[src/rtl/ds_serial_deserialiser.sv]
// ds_serial_deserialiser: three-lane MSB-first serial receiver with frame-abort detection.
// Optional C == A-B consistency check is built when DS_DESER_SUBTR_CHECK_EN is defined.
module ds_serial_deserialiser #(
  parameter int WIDTH     = 16,
  parameter int ERR_CNT_W = 8
) (
  input  logic                 clk,
  input  logic                 rst_n,
  input  logic                 valid_in,
  input  logic                 ser_a,
  input  logic                 ser_b,
  input  logic                 ser_c,
  output logic [WIDTH-1:0]     word_a,
  output logic [WIDTH-1:0]     word_b,
  output logic [WIDTH-1:0]     word_c,
  output logic                 word_valid,
  output logic                 frame_err,
  output logic [ERR_CNT_W-1:0] err_cnt,
  output logic                 busy
`ifdef DS_DESER_SUBTR_CHECK_EN
  ,
  output logic                 subtr_mismatch
`endif
);

  localparam int CNT_W = $clog2(WIDTH);
  localparam logic [CNT_W-1:0]     LAST_BIT = CNT_W'(WIDTH - 1);
  localparam logic [ERR_CNT_W-1:0] ERR_MAX  = {ERR_CNT_W{1'b1}};

  typedef enum logic {
    S_IDLE  = 1'b0,
    S_SHIFT = 1'b1
  } state_t;

  state_t r_state;
  state_t w_state_nxt;

  logic [CNT_W-1:0]     r_cnt;
  logic [WIDTH-1:0]     r_sh_a, r_sh_b, r_sh_c;
  logic [WIDTH-1:0]     r_word_a, r_word_b, r_word_c;
  logic                 r_word_valid;
  logic                 r_frame_err;
  logic [ERR_CNT_W-1:0] r_err_cnt;

  logic                 w_start;
  logic                 w_shift;
  logic                 w_done;
  logic                 w_abort;
  logic [WIDTH-1:0]     w_nxt_a, w_nxt_b, w_nxt_c;

  assign w_nxt_a = {r_sh_a[WIDTH-2:0], ser_a};
  assign w_nxt_b = {r_sh_b[WIDTH-2:0], ser_b};
  assign w_nxt_c = {r_sh_c[WIDTH-2:0], ser_c};

  always_ff @(posedge clk) begin
    if (!rst_n) begin
      r_state <= S_IDLE;
    end else begin
      r_state <= w_state_nxt;
    end
  end

  // A strobe seen while shifting is an abort that also starts the next frame.
  always_comb begin
    w_state_nxt = r_state;
    w_start     = 1'b0;
    w_shift     = 1'b0;
    w_done      = 1'b0;
    w_abort     = 1'b0;
    case (r_state)
      S_IDLE: begin
        if (valid_in) begin
          w_start     = 1'b1;
          w_state_nxt = S_SHIFT;
        end else begin
          w_state_nxt = S_IDLE;
        end
      end
      S_SHIFT: begin
        if (valid_in) begin
          w_abort     = 1'b1;
          w_start     = 1'b1;
          w_state_nxt = S_SHIFT;
        end else if (r_cnt == LAST_BIT) begin
          w_done      = 1'b1;
          w_state_nxt = S_IDLE;
        end else begin
          w_shift     = 1'b1;
          w_state_nxt = S_SHIFT;
        end
      end
      default: begin
        w_state_nxt = S_IDLE;
      end
    endcase
  end

  always_ff @(posedge clk) begin
    if (!rst_n) begin
      r_cnt        <= {CNT_W{1'b0}};
      r_sh_a       <= {WIDTH{1'b0}};
      r_sh_b       <= {WIDTH{1'b0}};
      r_sh_c       <= {WIDTH{1'b0}};
      r_word_a     <= {WIDTH{1'b0}};
      r_word_b     <= {WIDTH{1'b0}};
      r_word_c     <= {WIDTH{1'b0}};
      r_word_valid <= 1'b0;
      r_frame_err  <= 1'b0;
      r_err_cnt    <= {ERR_CNT_W{1'b0}};
    end else begin
      r_word_valid <= w_done;
      r_frame_err  <= w_abort;
      if (w_start) begin
        r_sh_a <= {{(WIDTH-1){1'b0}}, ser_a};
        r_sh_b <= {{(WIDTH-1){1'b0}}, ser_b};
        r_sh_c <= {{(WIDTH-1){1'b0}}, ser_c};
        r_cnt  <= CNT_W'(1);
      end else if (w_shift) begin
        r_sh_a <= w_nxt_a;
        r_sh_b <= w_nxt_b;
        r_sh_c <= w_nxt_c;
        r_cnt  <= r_cnt + CNT_W'(1);
      end else if (w_done) begin
        r_word_a <= w_nxt_a;
        r_word_b <= w_nxt_b;
        r_word_c <= w_nxt_c;
        r_sh_a   <= {WIDTH{1'b0}};
        r_sh_b   <= {WIDTH{1'b0}};
        r_sh_c   <= {WIDTH{1'b0}};
        r_cnt    <= {CNT_W{1'b0}};
      end
      if (w_abort && (r_err_cnt != ERR_MAX)) begin
        r_err_cnt <= r_err_cnt + ERR_CNT_W'(1);
      end
    end
  end

`ifdef DS_DESER_SUBTR_CHECK_EN
  logic [WIDTH-1:0] w_diff;
  logic             r_subtr_mismatch;

  assign w_diff = w_nxt_a - w_nxt_b;

  always_ff @(posedge clk) begin
    if (!rst_n) begin
      r_subtr_mismatch <= 1'b0;
    end else if (w_done) begin
      r_subtr_mismatch <= (w_nxt_c != w_diff);
    end
  end

  assign subtr_mismatch = r_subtr_mismatch;
`endif

  assign word_a     = r_word_a;
  assign word_b     = r_word_b;
  assign word_c     = r_word_c;
  assign word_valid = r_word_valid;
  assign frame_err  = r_frame_err;
  assign err_cnt    = r_err_cnt;
  assign busy       = (r_state == S_SHIFT);

endmodule

[config.mk]
export PLATFORM = sky130hd
export DESIGN_NAME = ds_serial_deserialiser
export DESIGN_NICKNAME = d
export VERILOG_FILES = /design/src/rtl/ds_serial_deserialiser.sv
export SDC_FILE = /design/constraint.sdc
export NUM_CORES = 1
export LEC_CHECK = 0
export ABC_CLOCK_PERIOD_IN_PS = 1300
export CORE_AREA = 2 2 137 72
export DETAILED_ROUTE_END_ITERATION = 6
export DIE_AREA = 0 0 139 74
export PLACE_DENSITY_LB_ADDON = 0.3
export SYNTH_ARGS = -nofsm -noshare
export SYNTH_HDL_FRONTEND = slang
export SYNTH_SLANG_ARGS = --single-unit
[constraint.sdc]
create_clock -name clk -period 1.3 [get_ports clk]
set_input_delay 0.195 -clock clk [delete_from_list [all_inputs] [get_ports clk]]
set_output_delay 0.195 -clock clk [all_outputs]
set_load 0.05 [all_outputs]
== Yosys cells after proc, flatten, opt, wreduce, memory -nomap -nowiden ==
Index checks and enable logic that the tools add are counted.

* Bits in registers: 108
* Logic and storage cells: 48
* Input bits: 6
* Output and inout bits: 59

* Bitwise operators: 4
* Reduce and logical (&&, ||, !) cells: 5
* Add/sub/neg operators: 2
* Equal/unequal tests: 2
* Muxes and demuxes: 20

{| class="wikitable"
|+ Operator list
! operator !! count
|-
| $mux W15 || 4
|-
| $mux W1 || 13
|-
| $add A8 B1 Y8 const B || 1
|-
| $mux W4 || 2
|-
| $ne A8 B8 Y1 const B || 1
|-
| $add A4 B1 Y4 const B || 1
|-
| $eq A4 B4 Y1 const B || 1
|-
| $not A1 Y1 || 4
|-
| $reduce_and A3 Y1 || 1
|-
| $reduce_bool A3 Y1 || 1
|-
| $pmux W1 S2 || 1
|-
| $reduce_bool A2 Y1 || 1
|-
| $reduce_or A2 Y1 || 1
|-
| $logic_and A1 B1 Y1 || 1
|}

== Logic depth before layout (Yosys ltp) ==
Gate-level depths: netlist of the first run.

* Depth in word-level cells: 7
* Gate-level depth with buffers: 7
* Gate-level depth less buffers: 4

== Worst setup path before layout of the first run ==
Ideal clock, no wire load.

* Path type: register to register
* From: register r_err_cnt[0], in the netlist err_cnt[0]
* To: register r_err_cnt[4], in the netlist err_cnt[4]
* Setup time: 0.072 ns
* Buffers on the path: 0
* Arrival time: 1.540 ns
* Required time: 1.228 ns
* Period minus slack after synthesis: 1.612 ns
* Slack: -0.312 ns
* Stages on the path, launching flop included: 5
* Path through: dfxtp_1 ha_1 nand4_1 a211oi_1 mux2i_1

* Longest elaborated chain between the ends: 2
* Elaborated cells on any way between the ends: 3
* Classes of those cells: 1 x add/sub; 1 x eq/ne; 1 x reduce/logical

{| class="wikitable"
|+ Ends and longest elaborated chain
! item !! line !! source
|-
| start, declared || 43 || <nowiki>logic [ERR_CNT_W-1:0] r_err_cnt;</nowiki>
|-
| start signal, assigned || 109 || <nowiki>r_err_cnt <= {ERR_CNT_W{1'b0}};</nowiki>
|-
| start signal, assigned || 133 || <nowiki>r_err_cnt <= r_err_cnt + ERR_CNT_W'(1);</nowiki>
|-
| branches (longest 2 deep; another with $add A8 B1 Y8) || -- ||
|}

Several ways; the timed one is not identified.
A chain may end at the register's enable or synchronous reset.

== Worst setup path in the final report of the first run ==
* From: register r_cnt[1]
* To: register r_word_c[13], in the netlist word_c[13]

* Longest elaborated chain between the ends: 6
* Elaborated cells on any way between the ends: 9
* Classes of those cells: 1 x eq/ne; 6 x mux; 1 x bitwise; 1 x reduce/logical

{| class="wikitable"
|+ Ends and longest elaborated chain
! item !! line !! source
|-
| start, declared || 38 || <nowiki>logic [CNT_W-1:0] r_cnt;</nowiki>
|-
| start signal, assigned || 100 || <nowiki>r_cnt <= {CNT_W{1'b0}};</nowiki>
|-
| start signal, assigned || 122 || <nowiki>r_cnt <= r_cnt + CNT_W'(1);</nowiki>
|-
| start signal, assigned || 130 || <nowiki>r_cnt <= {CNT_W{1'b0}};</nowiki>
|-
| $eq A4 B4 Y1 (*) || 84 || <nowiki>end else if (r_cnt == LAST_BIT) begin</nowiki>
|-
| $mux W1 || 84 ||
|-
| $mux W1 || 80 || <nowiki>if (valid_in) begin</nowiki>
|-
| $mux W1 || 70 || <nowiki>case (r_state)</nowiki>
|-
| $not A1 Y1 (no line) || -- ||
|-
| $reduce_and A3 Y1 (no line) (*) || -- ||
|-
| end signal, assigned || 106 || <nowiki>r_word_c <= {WIDTH{1'b0}};</nowiki>
|-
| end signal, assigned || 126 || <nowiki>r_word_c <= w_nxt_c;</nowiki>
|-
| end, declared || 40 || <nowiki>logic [WIDTH-1:0] r_word_a, r_word_b, r_word_c;</nowiki>
|}

Mark *: on every way between the ends. The rest lies on a longest branch, timed or not.

==> results of run 1 <==
-- worst max path at each step --
stage,depth (start not counted),end,start
final,5,word_c[13],r_cnt[1]
after global routing,5,word_a[9],r_cnt[1]
after CTS,4,err_cnt[7],err_cnt[1]
after detailed placement,5,err_cnt[4],valid_in
after global placement,5,word_a[15],valid_in
after floorplan,6,word_valid,r_cnt[0]
-- placed cells by master, fill, tap and decap left out, types with 2 or more instances in the layout --
cell type and n:
and3_1 2, nor2_1 4, a32oi_1 3, and3_4 2, buf_12 69, dfxtp_1 97, o21ai_1 12, nand3_2 4
dfxtp_2 3, inv_1 7, dfxtp_4 8, nand3b_1 2, clkdlybuf4s50_1 3, a21oi_1 45, clkbuf_16 10, a21oi_2 2
clkinvlp_4 2, a211oi_2 2, nand3_1 86, a21boi_0 4, nand2b_1 3, o21ai_0 36, a21boi_2 3, o32ai_1 3
buf_4 28, ha_4 2, mux2i_1 5, a21boi_1 42, nand2b_2 2, nand2_1 53, clkinv_1 3, nand4_1 3
-- registers in the layout, summed over array words and instances (netlist names) --
register    count
r_sh_b         15
r_sh_c         15
r_sh_a         15
r_cnt           4
err_cnt         8
word_c         16
busy            1
word_valid      1
word_b         16
frame_err       1
word_a         16
-- metrics by stage --
stage / power, mW / setup slack (ns) / TNS, ns
after floorplan: 3.620 / 0.004869 / 0
after global placement: 3.766 / -0.3577 / -29.58
after detailed placement: 3.777 / -0.4208 / -35.71
after CTS: 6.209 / -0.02218 / -0.04720
after global routing: 6.409 / -0.1031 / -3.389
final: 6.179 / -0.03428 / -0.1421
-- cell type report --
| type | count | area (um2) | area share [%] |
|---|---|---|---|
| clock buffers | 10 | 229.0 | 3.620 |
| repair buffers | 106 | 1714 | 27.10 |
| flip-flops and latches | 108 | 2196 | 34.72 |
| multi-input cells | 335 | 1977 | 31.26 |
| well taps | 121 | 151.4 | 2.394 |
| inverters | 7 | 26.28 | 0.4154 |
| clock inverters | 6 | 31.28 | 0.4946 |
-- worst register-to-register path, cell delays in order, from the launching register on --
cell and delay (ns):
dfxtp_2 0.36, ha_4 0.17, and3_4 0.30, clkbuf_16 0.20
nand3_1 0.09, a21boi_1 0.15
-- cells in the mapped netlist --
cell type | count | area share [%]
a21boi_0 | 24 | 4.2
buf_6 | 3 | 0.78
a21oi_1 | 47 | 5.5
nor2_1 | 4 | 0.35
nand2b_1 | 5 | 0.73
dfxtp_1 | 108 | 50
or2_0 | 1 | 0.15
o21ai_0 | 49 | 5.7
a32oi_1 | 3 | 0.61
buf_4 | 8 | 1.4
and2b_1 | 1 | 0.17
o21bai_1 | 1 | 0.17
a31oi_1 | 1 | 0.15
and3_1 | 4 | 0.58
a211oi_1 | 2 | 0.35
clkbuf_2 | 3 | 0.35
inv_1 | 7 | 0.61
nor3b_1 | 1 | 0.17
o32ai_1 | 3 | 0.61
nor4b_2 | 1 | 0.35
o311a_1 | 1 | 0.23
nand3_1 | 91 | 11
ha_1 | 2 | 0.58
or3_1 | 2 | 0.29
buf_2 | 17 | 2.0
nor2b_1 | 1 | 0.15
o41ai_1 | 1 | 0.20
a21boi_1 | 25 | 4.4
and4_1 | 1 | 0.20
clkbuf_1 | 19 | 1.7
nand3b_1 | 2 | 0.35
mux2i_1 | 5 | 1.2
nand4_1 | 3 | 0.44
nand2_1 | 53 | 4.6
xor2_1 | 1 | 0.20
-- routing by layer --
metal	global-route usage, %	wire length (um)
met4	4.377	60
met5	0	0
met2	35.85	4977
met1	28.73	5076
met3	6.954	723
-- cells by family (layout without fill, tap and decap cells) --
family	after synthesis	after routing	synth area share [%]
AND/OR/NAND/NOR	170	170	19.11
AO/OA/AOI/OAI	157	157	22.01
flip-flops	108	108	50.17
buffers and inverters	57	129	6.765
multiplexers	5	5	1.161
adder cells (fa/ha/maj)	2	2	0.5806
XOR/XNOR	1	1	0.2033
-- power groups by stage --
| stage | registers, mW | clock network, mW | logic, mW |
|---|---|---|---|
| final | 3.33 | 2.45 | 0.398 |
| after floorplan | 3.43 | 0 | 0.193 |
| after global routing | 3.34 | 2.65 | 0.426 |
| after CTS | 3.34 | 2.50 | 0.373 |
| after global placement | 3.41 | 0 | 0.357 |
| after detailed placement | 3.41 | 0 | 0.366 |
-- repair_timing --
item / in CTS / in global routing
setup buffers: 4 / 6
setup endpoints to repair: 55 / 70
gates cloned: 1 / 1
resized for setup: 18 / 36
endpoints found under the hold margin: 0 / 0
pin swaps: 4 / 3
==> results.cfg, run 1 <==
[worst_setup_path]
crit_type = register to register
r2r_end = word_c[13]
cp-end-kind = register
ff2ff_path_depth = 5
worst-path-buf-inv = 1
critPathRequiredTime_ns = 1.57
crit_family = simple AND/OR/NAND/NOR gates
crit_arrival_ns = 1.61
r2r_slack_ns = -0.03
cp-start-kind = register
critPathSlowestCell = dfxtp_2
slowest_delay_ns = 0.36
worstPathCellList = ha_4, and3_4, clkbuf_16, nand3_1, a21boi_1
path_max_fanout = 9
rr_startpoint = r_cnt[1]

[clock_tree]
hold_buffers = 0
clockBufferDepth = 2
worstSkewPairLatency_ns = 0.34
cts_tree = built
cts-root-buf = clkbuf_16
clkTransAtPathRegs_ns = 0.07
clock-sinks = 108
cts_buffers = 9
h-tree-depth = 3

[timing]
drv_slew = 0
worst_slew_pin_slew_ns = 0.2595
max_slew_margin_pct = 82.47
rsz0062_at_grt = true
hold_viol_final = 0
period_share_pct = 102.6
fmax_mhz = 749.5
whs_ns = 0.2967
final-setup-viol-count = 12
fin_crit_ns = 1.334
finalClockSkew_ns = 0.005055
setup_slack_ns = -0.03428

[synthesis]
ys_seq_area_share_pct = 50.17
synthCells = 500
syn_avg_cell_area_um2 = 8.618
synthesis.area_um2 = 4309
syn_nets = 508
synth-seq-cells = 108
netlist-cell-type-count = 35
yosysWarnings = 0

[min_path]
min_path_type = input port to register
holdPathStages = 3
min-delay-start = rst_n
hold_end = r_cnt[1]

[global_route]
grt_pass1_vias = 3703
antenna_found_initial = 0
overflow = 0
grt_usage_pct = 21.70
grt_pass1_wl_mm = 18.04
grt_max_degree = 69

[final_layout]
design_area_um2 = 6325
final.fill_count = 693
fin_util_pct = 69.25
drive_gt1_share_pct = 25.70
fin_cells = 693
area_growth_pct = 46.78
antennaDiodeCount = 0
nets = 575

[placed_design]
place_inst = 665
place_congestion = 0.7834
io_buffer_count = 64
place_area_um2 = 5853
hpwlAfterDp_mm = 6.749

[die]
rows = 25
ios = 65
die_w_um = 139
dieArea_um2 = 10290
core_um2 = 9134
die_height_um = 74
initial_core_util_pct = 47.18

[power_and_ir_drop]
intPower_mw = 4.766
p_sw_mw = 1.413
clkPwrFrac_pct = 39.6
p_leak_nw = 2.111
pwr-share-comb_pct = 6.4
p_seq_share_pct = 54.0
p_per_area_nw_per_um2 = 976.9
peakVddDrop_uv = 754.8
swShare_pct = 22.86

[route]
ant_nets = 0
wire_per_inst_um = 15.64
drtIter0Drc = 355
drc = 0
drt_first_pass_iters = 5
drt-total-wl_mm = 10.84
num_vias = 3901
avgViaCountPerCell = 5.629

[job]
cap_violations = 0

[run_status]
violations = negative setup slack
status = finished with violations
Note: power is estimated with default switching activity, not from simulation.
==> inputs of run 2 (changes only) <==
--- a/config.mk
+++ b/config.mk
@@ -6,9 +6,9 @@
 export NUM_CORES = 1
 export LEC_CHECK = 0
 export ABC_CLOCK_PERIOD_IN_PS = 1300
-export CORE_AREA = 2 2 137 72
+export CORE_AREA = 3 3 138 73
 export DETAILED_ROUTE_END_ITERATION = 6
-export DIE_AREA = 0 0 139 74
+export DIE_AREA = 0 0 141 76
 export PLACE_DENSITY_LB_ADDON = 0.3
 export SYNTH_ARGS = -nofsm -noshare
 export SYNTH_HDL_FRONTEND = slang
==> run 2 against run 1 <==
The run still ends with negative setup slack left; first-iteration DRC count grew 23%; clock power grew 31%; critical path type unchanged; utilization grew 4.5 points; global-route usage shrank 2.0 points; flip-flop and latch count is the same; routed wire length grew 6.0%; largest power group unchanged; critical path depth grew 1; combinational power shrank 4%; hold slack gained 0.018 ns; die area grew 4.2%; non-clock buffer count shrank 6; fmax shrank 5.4%.
==> results.cfg, run 2 (same netlist as run 1, synthesis figures left out) <==
[min_path]
min-delay-start = rst_n
min_path_type = input port to register

[clock_tree]
cts_buffers = 9
clkTransAtPathRegs_ns = 0.07
hold_buffers = 0
clock-sinks = 108
cts_tree = built
clockBufferDepth = 2
h-tree-depth = 3
cts-root-buf = clkbuf_16
worstSkewPairLatency_ns = 0.35

[global_route]
grt_pass1_vias = 3578
grt_pass1_wl_mm = 17.54
grt_usage_pct = 19.70
overflow = 0
grt_max_degree = 49
antenna_found_initial = 0

[final_layout]
drive_gt1_share_pct = 27.39
final_cell_mix = dfxtp_1, nand3_1, buf_12, nand2_1, a21oi_1
area_growth_pct = 50.55
final_common_cell = dfxtp_1
nets = 569
antennaDiodeCount = 0
fin_util_pct = 73.73

[die]
core_um2 = 8798
dieArea_um2 = 10720
initial_core_util_pct = 48.98
die_height_um = 76
die_w_um = 141
rows = 24
ios = 65

[power_and_ir_drop]
p_per_area_nw_per_um2 = 1069
intPower_mw = 5.466
power_mw = 6.936
peakVddDrop_uv = 881.2
p_leak_nw = 2.170
clkPwrFrac_pct = 46.4
p_seq_share_pct = 48.0
swShare_pct = 21.20
p_sw_mw = 1.470
pwr-share-comb_pct = 5.5

[route]
drt-total-wl_mm = 11.49
ant_nets = 0
drtIter0Drc = 435
drc = 0
wire_per_inst_um = 16.82
drt_first_pass_iters = 5
avgViaCountPerCell = 5.776
num_vias = 3945

[placed_design]
place_congestion = 0.7619
io_buffer_count = 64
hpwlAfterDp_mm = 6.142

[worst_setup_path]
worstPathCellList = ha_4, and3_4, buf_12, clkbuf_16, nand3_2, a21boi_1
path_max_fanout = 7
critPathSlowestCell = dfxtp_2
cp-start-kind = register
critPathRequiredTime_ns = 1.57
cp-startpoint = r_cnt[0]
worst-path-buf-inv = 2
crit_family = simple AND/OR/NAND/NOR gates
cp-end-kind = register
crit_arrival_ns = 1.68
slowest_delay_ns = 0.35
rr_startpoint = r_cnt[0]
crit_type = register to register

[run_status]
violations = negative setup slack
status = finished with violations

[timing]
finalClockSkew_ns = 0.008982
fmax_mhz = 709.3
fin_crit_ns = 1.410
setup_slack_ns = -0.1099
hold_viol_final = 0
max_slew_margin_pct = 80.90
period_share_pct = 108.5
worst_slew_pin_slew_ns = 0.2827
drv_slew = 0
final-setup-viol-count = 36
rsz0062_at_grt = true

[job]
cap_violations = 0
==> run 2: final cells by class <==
cell class / instances / area (um2)
Fill cell: 580 / 2311
Sequential cell: 108 / 2193
Multi-Input combinational cell: 335 / 2043
Timing Repair Buffer: 100 / 1720
Clock buffer: 11 / 252.7
Tap cell: 117 / 146.4
Clock inverter: 5 / 105.1
Inverter: 7 / 26.28
==> run 2: timing repair <==
| item | CTS | global route |
|---|---|---|
| pin swaps | 0 | 12 |
| setup buffers | 0 | 3 |
| gates cloned | 2 | 2 |
| endpoints found under the setup margin | 8 | 85 |
| gates resized for setup | 5 | 47 |
==> run 2: routing by layer <==
layer	vias to the layer above	track usage (%)	part of all wire, %
li1	1887	-	-
met1	1920	25.32	43
met2	120	33.44	51
met3	18	4.765	5.2
met4	0	4.932	1.4
met5	-	0	0
==> run 2: power groups by stage <==
stage	clock, mW	sequential, mW	combinational, mW
2_1_floorplan	0	3.43	0.193
3_3_place_gp	0	3.41	0.347
3_5_place_dp	0	3.41	0.351
4_1_cts	3.23	3.33	0.357
5_1_grt	3.37	3.33	0.411
6_report	3.22	3.33	0.384
==> run 2: final timing paths <==
| path | endpoint | slack (ns) | cells after the start |
|---|---|---|---|
| min reg2reg | r_sh_a[14] | 0.46 | 2 |
| min | r_cnt[1] | 0.32 | 3 |
| max | word_a[7] | -0.11 | 6 |
| max reg2reg | word_a[7] | -0.11 | 6 |
==> run 2: worst register-to-register path: stages (launching register included) <==
cell and delay, ns:
dfxtp_2 0.35, ha_4 0.17, and3_4 0.30, buf_12 0.13, clkbuf_16 0.14, nand3_2 0.08, a21boi_1 0.17
==> run 2: metrics by stage <==
step / hold WS [ns] / cells / setup slack, ns / TNS (ns) / instance area [um2]
2_1_floorplan: 0.3393 / 500 / 0.004869 / 0 / 4374
3_3_place_gp: 0.4428 / 660 / -0.2852 / -21.57 / 5796
5_1_grt: 0.3328 / 683 / -0.1372 / -4.837 / 6487
6_report: 0.3151 / 683 / -0.1099 / -1.007 / 6487
4_1_cts: 0.3007 / 678 / -0.03321 / -0.3631 / 6242
3_5_place_dp: 0.4486 / 660 / -0.3662 / -25.03 / 5796
==> inputs of run 3 (changes only) <==
--- a/config.mk
+++ b/config.mk
@@ -5,10 +5,10 @@
 export SDC_FILE = /design/constraint.sdc
 export NUM_CORES = 1
 export LEC_CHECK = 0
-export ABC_CLOCK_PERIOD_IN_PS = 1300
-export CORE_AREA = 3 3 138 73
+export ABC_CLOCK_PERIOD_IN_PS = 1200
+export CORE_AREA = 2 2 137 72
 export DETAILED_ROUTE_END_ITERATION = 6
-export DIE_AREA = 0 0 141 76
+export DIE_AREA = 0 0 139 74
 export PLACE_DENSITY_LB_ADDON = 0.3
 export SYNTH_ARGS = -nofsm -noshare
 export SYNTH_HDL_FRONTEND = slang
==> constraint.sdc (replaced) <==
create_clock -name clk -period 1.2 [get_ports clk]
set_input_delay 0.18 -clock clk [delete_from_list [all_inputs] [get_ports clk]]
set_output_delay 0.18 -clock clk [all_outputs]
set_load 0.05 [all_outputs]
==> run 3 against run 2 <==
The flow still finishes with violations (negative setup slack); via count rose by 4.6%; sequential power increased by 8.4%; clock skew decreased by 0.00070 ns.
==> results.cfg, run 3 (same netlist as run 1, synthesis figures left out) <==
[clock_tree]
cts-root-buf = clkbuf_16
hold_buffers = 0
h-tree-depth = 3
worstSkewPairLatency_ns = 0.35
cts_buffers = 9
clockBufferDepth = 2
cts_tree = built
clkTransAtPathRegs_ns = 0.07
clock-sinks = 108

[die]
rows = 25
dieArea_um2 = 10290
core_um2 = 9134
die_w_um = 139
ios = 65
initial_core_util_pct = 47.18
die_height_um = 74

[final_layout]
antennaDiodeCount = 0
drive_gt1_share_pct = 42.00
nets = 585
regArea_um2 = 2196
final_common_cell = dfxtp_1
final.fill_count = 542
multi_input_area_um2 = 2407
fin_util_pct = 76.81
area_growth_pct = 62.80
final_cell_mix = dfxtp_1, buf_12, nand2_1, nand3_1, a21boi_1
design_area_um2 = 7015

[power_and_ir_drop]
peakVddDrop_uv = 796.3
p_per_area_nw_per_um2 = 1006
p_leak_nw = 2.278

[worst_setup_path]
critPathSlowestCell = dfxtp_2
worstPathCellList = ha_4, nand3_4, buf_6, buf_16, o21ai_2, a21boi_2
r2r_slack_ns = -0.16
rr_startpoint = r_cnt[0]
cp-start-kind = register
critPathRequiredTime_ns = 1.44
crit_type = register to register
r2r_end = word_a[0]
path_max_fanout = 7
ff2ff_path_depth = 6
slowest_delay_ns = 0.35
crit_arrival_ns = 1.60
cp-end-kind = register

[route]
wire_per_inst_um = 18.46
drtIter0Drc = 452
drt-total-wl_mm = 12.96
avgViaCountPerCell = 5.879
num_vias = 4127
drc = 0
drt_first_pass_iters = 5
ant_nets = 0

[min_path]
min-delay-start = rst_n
min_path_type = input port to register
hold_end = err_cnt[3]
holdPathStages = 3

[global_route]
grt_pass1_vias = 3814
grt_pass1_wl_mm = 19.37
antenna_found_initial = 0
grt_usage_pct = 23.55
grt_max_degree = 53
overflow = 0

[timing]
fmax_mhz = 735.2
finalClockSkew_ns = 0.008279
max_slew_margin_pct = 80.96
final-setup-viol-count = 98
hold_viol_final = 0
worst_slew_pin_slew_ns = 0.2826
drv_slew = 0
tns_ns = -8.121
period_share_pct = 113.3
setup_slack_ns = -0.1601
rsz0062_at_grt = true
fin_crit_ns = 1.360

[run_status]
status = finished with violations
violations = negative setup slack

[placed_design]
place_area_um2 = 6002
place_congestion = 0.7753
dp_worst_setup_slack_ns = -0.5128
hpwlAfterDp_mm = 7.263
io_buffer_count = 64

[job]
cap_violations = 0
## run 3: cell count changes in the layout (fill, tap and decap cells not counted), moves of 7 or more
cell / delta
a21boi_1: +18
a21boi_0: -21
buf_12: +7
nand3_2: +26
a21oi_1: -26
o21ai_2: +12
o21ai_0: -21
o21ai_1: +9
a21oi_2: +24
nand3_1: -27
## run 3: critical path, delay by kind of cell (launching register included)
kind,cells,cell delay [ns]
and+or+nand+nor,1,0.20
AOI/OAI and AO/OA,2,0.18
adders and majority gates,1,0.17
buffers and inverters,2,0.35
DFF,1,0.35
## run 3: final cells by class
cell class | count | share of cell area (%)
timing repair buffer | 115 | 27.75
inverter | 7 | 0.3745
multi-input combinational | 336 | 34.31
clock inverter | 6 | 0.8917
clock buffer | 9 | 3.210
sequential | 108 | 31.30
tap | 121 | 2.158
## run 3: metrics by stage
stage,instances,total power [mW],hold WS [ns]
floorplan,500,3.926,0.3243
global placement,669,4.091,0.4420
detailed placement,669,4.103,0.4520
CTS,696,7.007,0.1673
global route,702,7.243,0.1772
finish,702,7.055,0.1707
## run 3: where the power goes
part,switching [mW],internal [mW],total (mW)
sequential,0.0251,3.59,3.61
combinational,0.287,0.211,0.497
clock,1.34,1.61,2.94
## run 3: routing by layer
| layer | up-vias | GRT usage (%) | part of all wire, % |
|---|---|---|---|
| met4 | 0 | 6.510 | 1.3 |
| met1 | 2017 | 31.64 | 44 |
| met3 | 21 | 6.890 | 7.0 |
| met2 | 167 | 37.99 | 48 |
| met5 | - | 0 | 0 |
| li1 | 1922 | - | - |
## run 3: how the worst max path moves through the flow
stage	cells after the start	startpoint	slack (ns)	end
floorplan	6	r_cnt[0]	-0.07	word_valid
global placement	4	valid_in	-0.42	err_cnt[7]
detailed placement	5	valid_in	-0.51	word_b[6]
CTS	6	r_cnt[0]	-0.13	word_a[0]
global route	6	r_cnt[1]	-0.22	r_sh_b[14]
finish	6	r_cnt[0]	-0.16	word_a[0]
## run 3: what timing repair did
action | 4_1_cts | 5_1_grt
pin swaps | 19 | 11
gates resized for setup | 90 | 80
cloned | 4 | 3
setup buffers | 8 | 4
setup endpoints to repair | 102 | 106
